<file path="config.mk">
export PLATFORM = sky130hd
export DESIGN_NAME = mem_stage
export DESIGN_NICKNAME = d
export VERILOG_FILES = /design/src/rtl/mem_stage.sv
export SDC_FILE = /design/constraint.sdc
export NUM_CORES = 1
export LEC_CHECK = 0
export CORE_MARGIN = 8
export CORE_UTILIZATION = 45
export CTS_CLUSTER_SIZE = 20
export DETAILED_ROUTE_END_ITERATION = 8
export PLACE_DENSITY = 0.73
export SLEW_MARGIN = 0
export SYNTH_ARGS = -nofsm -noshare
export SYNTH_HDL_FRONTEND = slang
export SYNTH_SLANG_ARGS = --single-unit
</file>
<file path="constraint.sdc">
create_clock -name clk_i -period 2.45 [get_ports clk_i]
set_input_delay 0.49 -clock clk_i [delete_from_list [all_inputs] [get_ports clk_i]]
set_output_delay 0.49 -clock clk_i [all_outputs]
set_load 0.02 [all_outputs]
</file>
<file path="src/rtl/mem_stage.sv">
// Memory-access pipeline stage: EX/MEM -> data memory (req/ack) -> MEM/WB; 1 cycle for non-memory ops.
// Memory ops stall upstream for ack-delay+2 cycles; an access with no ack is aborted after TIMEOUT_CYC cycles.
module mem_stage #(
   parameter int unsigned TIMEOUT_CYC = 255
) (
   input  logic        clk_i,
   input  logic        start_i,
   input  logic        RegWrite_i,
   input  logic        MemToReg_i,
   input  logic [1:0]  MemRead_i,
   input  logic [1:0]  MemWrite_i,
   input  logic [31:0] ALUdata_i,
   input  logic [31:0] WriteData_i,
   input  logic [4:0]  RegAddr_i,
   output logic        mem_req_o,
   output logic        mem_we_o,
   output logic [31:0] mem_addr_o,
   output logic [3:0]  mem_be_o,
   output logic [31:0] mem_wdata_o,
   input  logic        mem_ack_i,
   input  logic [31:0] mem_rdata_i,
   output logic        stall_o,
   output logic        RegWrite_o,
   output logic        MemToReg_o,
   output logic [4:0]  RegAddr_o,
   output logic [31:0] ALUdata_o,
   output logic [31:0] MemData_o,
   output logic        error_o
);

   typedef enum logic [1:0] {IDLE, ACCESS, DONE} state_t;

   localparam logic [1:0] SZ_WORD = 2'd1;
   localparam logic [1:0] SZ_HALF = 2'd2;
   localparam logic [1:0] SZ_BYTE = 2'd3;
   localparam logic [7:0] TO_LAST = 8'(TIMEOUT_CYC - 1);

   state_t      state, state_nxt;
   logic        stall;
   logic        is_mem, illegal, misaligned, bad_op;
   logic [1:0]  acc_sz;
   logic [3:0]  st_be;
   logic [31:0] st_wdata;
   logic [1:0]  ld_sz, ld_off;
   logic [15:0] half_sel;
   logic [7:0]  byte_sel;
   logic [31:0] ld_ext;
   logic [31:0] rd_buf;
   logic [7:0]  to_cnt;
   logic        timeout;
   logic        kill_rw;

   // Access classification of the instruction currently in EX/MEM
   always_comb begin
      is_mem     = (MemRead_i != 2'd0) || (MemWrite_i != 2'd0);
      illegal    = (MemRead_i != 2'd0) && (MemWrite_i != 2'd0);
      acc_sz     = (MemRead_i != 2'd0) ? MemRead_i : MemWrite_i;
      misaligned = ((acc_sz == SZ_WORD) && (ALUdata_i[1:0] != 2'd0)) ||
                   ((acc_sz == SZ_HALF) && ALUdata_i[0]);
      bad_op     = is_mem && (illegal || misaligned);
   end

   always_comb begin
      st_be    = 4'b1111;
      st_wdata = 32'd0;
      case (MemWrite_i)
         SZ_WORD: begin
            st_be    = 4'b1111;
            st_wdata = WriteData_i;
         end
         SZ_HALF: begin
            st_be    = 4'b0011 << {ALUdata_i[1], 1'b0};
            st_wdata = {2{WriteData_i[15:0]}};
         end
         SZ_BYTE: begin
            st_be    = 4'b0001 << ALUdata_i[1:0];
            st_wdata = {4{WriteData_i[7:0]}};
         end
         default: begin
            st_be    = 4'b1111;
            st_wdata = 32'd0;
         end
      endcase
   end

   // Lane select uses the latched offset; stores latch ld_sz = 0 and so buffer zero
   always_comb begin
      half_sel = ld_off[1] ? mem_rdata_i[31:16] : mem_rdata_i[15:0];
      case (ld_off)
         2'd0:    byte_sel = mem_rdata_i[7:0];
         2'd1:    byte_sel = mem_rdata_i[15:8];
         2'd2:    byte_sel = mem_rdata_i[23:16];
         default: byte_sel = mem_rdata_i[31:24];
      endcase
      case (ld_sz)
         SZ_WORD: ld_ext = mem_rdata_i;
         SZ_HALF: ld_ext = {{16{half_sel[15]}}, half_sel};
         SZ_BYTE: ld_ext = {{24{byte_sel[7]}}, byte_sel};
         default: ld_ext = 32'd0;
      endcase
   end

   assign timeout = (to_cnt == TO_LAST);

   always_comb begin
      state_nxt = state;
      stall     = 1'b0;
      case (state)
         IDLE: begin
            if (is_mem && !bad_op) begin
               stall     = 1'b1;
               state_nxt = ACCESS;
            end
         end
         ACCESS: begin
            stall = 1'b1;
            if (mem_ack_i || timeout) begin
               state_nxt = DONE;
            end
         end
         DONE: begin
            state_nxt = IDLE;
         end
         default: begin
            state_nxt = IDLE;
         end
      endcase
   end

   // Gated so every output reads 0 while reset is held
   assign stall_o = stall & start_i;

   always_ff @(posedge clk_i or negedge start_i) begin
      if (!start_i) begin
         state       <= IDLE;
         mem_req_o   <= 1'b0;
         mem_we_o    <= 1'b0;
         mem_addr_o  <= 32'd0;
         mem_be_o    <= 4'd0;
         mem_wdata_o <= 32'd0;
         RegWrite_o  <= 1'b0;
         MemToReg_o  <= 1'b0;
         RegAddr_o   <= 5'd0;
         ALUdata_o   <= 32'd0;
         MemData_o   <= 32'd0;
         error_o     <= 1'b0;
         ld_sz       <= 2'd0;
         ld_off      <= 2'd0;
         rd_buf      <= 32'd0;
         to_cnt      <= 8'd0;
         kill_rw     <= 1'b0;
      end else begin
         state   <= state_nxt;
         error_o <= 1'b0;
         case (state)
            IDLE: begin
               if (!is_mem || bad_op) begin
                  RegWrite_o <= RegWrite_i & ~bad_op;
                  MemToReg_o <= MemToReg_i;
                  RegAddr_o  <= RegAddr_i;
                  ALUdata_o  <= ALUdata_i;
                  MemData_o  <= 32'd0;
                  error_o    <= bad_op;
               end else begin
                  mem_req_o   <= 1'b1;
                  mem_we_o    <= (MemWrite_i != 2'd0);
                  mem_addr_o  <= {ALUdata_i[31:2], 2'b00};
                  mem_be_o    <= st_be;
                  mem_wdata_o <= st_wdata;
                  ld_sz       <= MemRead_i;
                  ld_off      <= ALUdata_i[1:0];
                  to_cnt      <= 8'd0;
                  kill_rw     <= 1'b0;
                  RegWrite_o  <= 1'b0;
                  MemToReg_o  <= 1'b0;
               end
            end
            ACCESS: begin
               RegWrite_o <= 1'b0;
               MemToReg_o <= 1'b0;
               if (mem_ack_i) begin
                  mem_req_o <= 1'b0;
                  rd_buf    <= ld_ext;
               end else if (timeout) begin
                  mem_req_o <= 1'b0;
                  rd_buf    <= 32'd0;
                  error_o   <= 1'b1;
                  kill_rw   <= 1'b1;
               end else begin
                  to_cnt <= to_cnt + 8'd1;
               end
            end
            DONE: begin
               RegWrite_o <= RegWrite_i & ~kill_rw;
               MemToReg_o <= MemToReg_i;
               RegAddr_o  <= RegAddr_i;
               ALUdata_o  <= ALUdata_i;
               MemData_o  <= rd_buf;
            end
            default: begin
               mem_req_o <= 1'b0;
            end
         endcase
      end
   end

endmodule

</file>
==> run summary <==
Largest net degree at the start of global routing = 130
Crit Path Max Fanout = 3
WS Path Type = in -> out
Startpoint Class = primary input
Dominant cells by area after synthesis = dfrtp_1 57%, nand2_1 7.9%, mux2_1 4.4%
Primary flip-flop cell chosen by synthesis mapping = dfrtp_1
NetSw = 5.43 mW
Cell Rows = 49
Combinational power share = 0.462
Hold_buf cts = 0
Synth Register Bits = 187
Synthesized instance count = 794
Sequential-to-total area share from yosys stat = 0.568
RePlAce Congestion = 0.910
Final setup vio count = 0
Core area = 0.0180 mm²
GRT Total Usage = 0.216
Commonest cells post-synth = 187 x dfrtp_1, 174 x nand2_1, 46 x a21oi_1, 46 x o21ai_0, 35 x nor2_1
Peak VDD IR = 0.675 mV
Via count = 7064
Pleak = 5.38 nW
P per Cell Area = 1200 mW/mm²
Post-synthesis cell type count = 51
Port buffer count = 250
Clk pwr share = 0.183
Final WL = 24.6 mm
DR DRC count = 0
Worst-Margin Slew = 0.772 ns
Yosys warnings = 0
Synth-to-Final Area Change = 43.6%
Hold crit path type = in -> async
Register share of total power = 0.355
Leading area contributor after synthesis = dfrtp_1
Pint = 8.74 mW
Die height = 151 µm
Fin nets = 1175
DRT Pass-1 Iters = 5
Top cell type's share of synthesized area = 0.568
Critical Path RT = 1.96 ns
Clk buf depth = 2
Initial antenna violation count = 1
Worst-Skew Late Latency = 0.43 ns
DIE WIDTH = 151 µm
HPWL Detailed = 18.0 mm
Worst slew margin = 0.485
CTS tree = yes
Vias per cell = 5.43
Starting DRC count in detailed routing = 616
Skew final = 0.0101 ns
Crit end category = primary output
Period utilization = 0.961
H-tree Lvls = 4
Vias in the first global route = 7131
Critical Path Start = MemWrite_i[0]
Num CTS Buffers = 17
RSZ-0062 raised after global routing = false
Reg2reg start = state[0]
Initial Util = 0.458
# IOs = 253
Final Hold Viols = 0
Crit path time final = 2.36 ns
Cell Area, Synth = 0.00823 mm²
Die ar. = 0.0229 mm²
Power Total = 14.2 mW
Gr ovfl total = 0
Post-layout util = 0.658
Fin. max-slew vios = 0
Routed WL per cell = 18.9 µm
Most common cell in the netlist = dfrtp_1
Routed Antenna Nets = 0
Max-cap violations = 0
Root Buffer = clkbuf_16
Clock sinks = 187
First-pass GRT wire length = 38.7 mm
Postcts setup bufs = 0
Asr flop ratio synth = 1.00
Area post-placement = 0.0113 mm²
Share of cells above drive strength 1 = 0.0971
Syn_area_per_cell = 10.4 µm²
Worst-path clk slew = 0.06 ns
Post-synth EDFFs = 0
FMAX = 425 MHz
Sw Share = 0.383
Arrival time worst endpoint = 1.87 ns
Final instance area = 0.0118 mm²
Status = finished clean
==> worst max-delay path, cell delays in order <==
cell	delay, ns
clkdlybuf4s50_1	0.44
nand2b_1	0.17
a22o_1	0.25
a21o_2	0.20
o21a_1	0.16
buf_2	0.16
==> repair_timing <==
action,4_1_cts,5_1_grt
cloned,0,0
gates resized for setup,7,3
setup endpoints to repair,1,1
==> sequential cells by signal (all words and copies together), names as in the netlist, 2 cells and up <==
register     flops
ALUdata_o       32
mem_addr_o      30
ld_sz            2
MemData_o       32
rd_buf          32
mem_be_o         4
to_cnt           8
ld_off           2
RegAddr_o        5
mem_wdata_o     32
state            2
==> per-stage QoR <==
step	std cells	TNS, ns	setup slack, ns	hold slack, ns
3_5_place_dp	1269	-23.06	-0.530	0.455
6_report	1301	0	0.0946	0.196
3_3_place_gp	1269	-17.56	-0.474	0.449
5_1_grt	1301	0	0.0139	0.266
4_1_cts	1300	0	0.00447	0.289
2_1_floorplan	795	0	0.195	0.194
==> routing by layer <==
layer  vias up  track usage  wire length, µm
li1       3334            -                -
met1      3438        0.277            10600
met2       245        0.344            11700
met3        47       0.0481             1560
met4         0       0.0950              803
met5         -            0                0
==> final timing paths <==
check	end	slack, ns	cells after the start
setup / recovery	stall_o	0.09	6
hold / removal	ld_off[1]	0.20	2
setup reg to reg	mem_be_o[1]	0.36	8
hold reg to reg	mem_addr_o[14]	0.47	2
max in group asynchronous	MemData_o[21]	1.65	2
min in group clk_i	mem_addr_o[14]	0.47	2
==> power by group through the flow <==
| stage | combinational (mW) | sequential, mW | clock (mW) |
|---|---|---|---|
| 5_1_grt | 7.00 | 5.19 | 2.81 |
| 3_3_place_gp | 6.49 | 5.03 | 0 |
| 2_1_floorplan | 2.27 | 6.12 | 0 |
| 4_1_cts | 6.60 | 5.03 | 2.67 |
| 3_5_place_dp | 6.59 | 5.07 | 0 |
| 6_report | 6.54 | 5.03 | 2.60 |
==> cell usage in the layout, fill, tap and decap left out, types with 3 or more instances in the layout <==
| master | synthesis | routed |
|---|---|---|
| nor2_1 | 35 | 35 |
| a22oi_1 | 7 | 7 |
| a22o_1 | 34 | 34 |
| a221oi_1 | 15 | 15 |
| o21ai_0 | 46 | 46 |
| o211ai_1 | 4 | 4 |
| nor2b_1 | 8 | 8 |
| clkdlybuf4s50_1 | 0 | 244 |
| nand4_1 | 3 | 3 |
| ha_1 | 6 | 5 |
| inv_6 | 0 | 4 |
| a21o_1 | 19 | 18 |
| buf_4 | 6 | 44 |
| a21oi_1 | 46 | 46 |
| and3_1 | 4 | 4 |
| mux2_2 | 13 | 13 |
| mux2i_1 | 10 | 10 |
| buf_12 | 0 | 8 |
| dfrtp_1 | 187 | 187 |
| clkinvlp_4 | 0 | 3 |
| nand3_1 | 19 | 19 |
| nand2b_1 | 8 | 8 |
| o22ai_1 | 4 | 4 |
| mux2_1 | 32 | 32 |
| and2_1 | 3 | 3 |
| inv_1 | 8 | 8 |
| nor3_1 | 6 | 5 |
| clkbuf_16 | 0 | 17 |
| o21a_1 | 3 | 3 |
| nand2_1 | 174 | 174 |
| a41oi_1 | 8 | 8 |
| a31oi_1 | 9 | 9 |
| dlygate4sd2_1 | 0 | 3 |
==> final cells by class <==
cell class	count	area, µm²
Antenna cell	1	2.50
Clock buffer	19	433
Clock inverter	12	115
Fill cell	1444	6140
Inverter	10	37.5
Multi-Input combinational cell	541	3280
Sequential cell	187	4680
Tap cell	229	287
Timing Repair Buffer	302	2990
==> kinds of logic (layout without fill, tap and decap cells) <==
group	Yosys count	in the layout	synth area share
compound gates	211	211	0.175
flops	187	187	0.568
simple gates	267	267	0.137
other cells	1	3	0.000455
buf+inv	67	343	0.0368
fa+ha+maj	6	6	0.00912
mux	55	55	0.0737
Power figures use the tool's default switching activity.
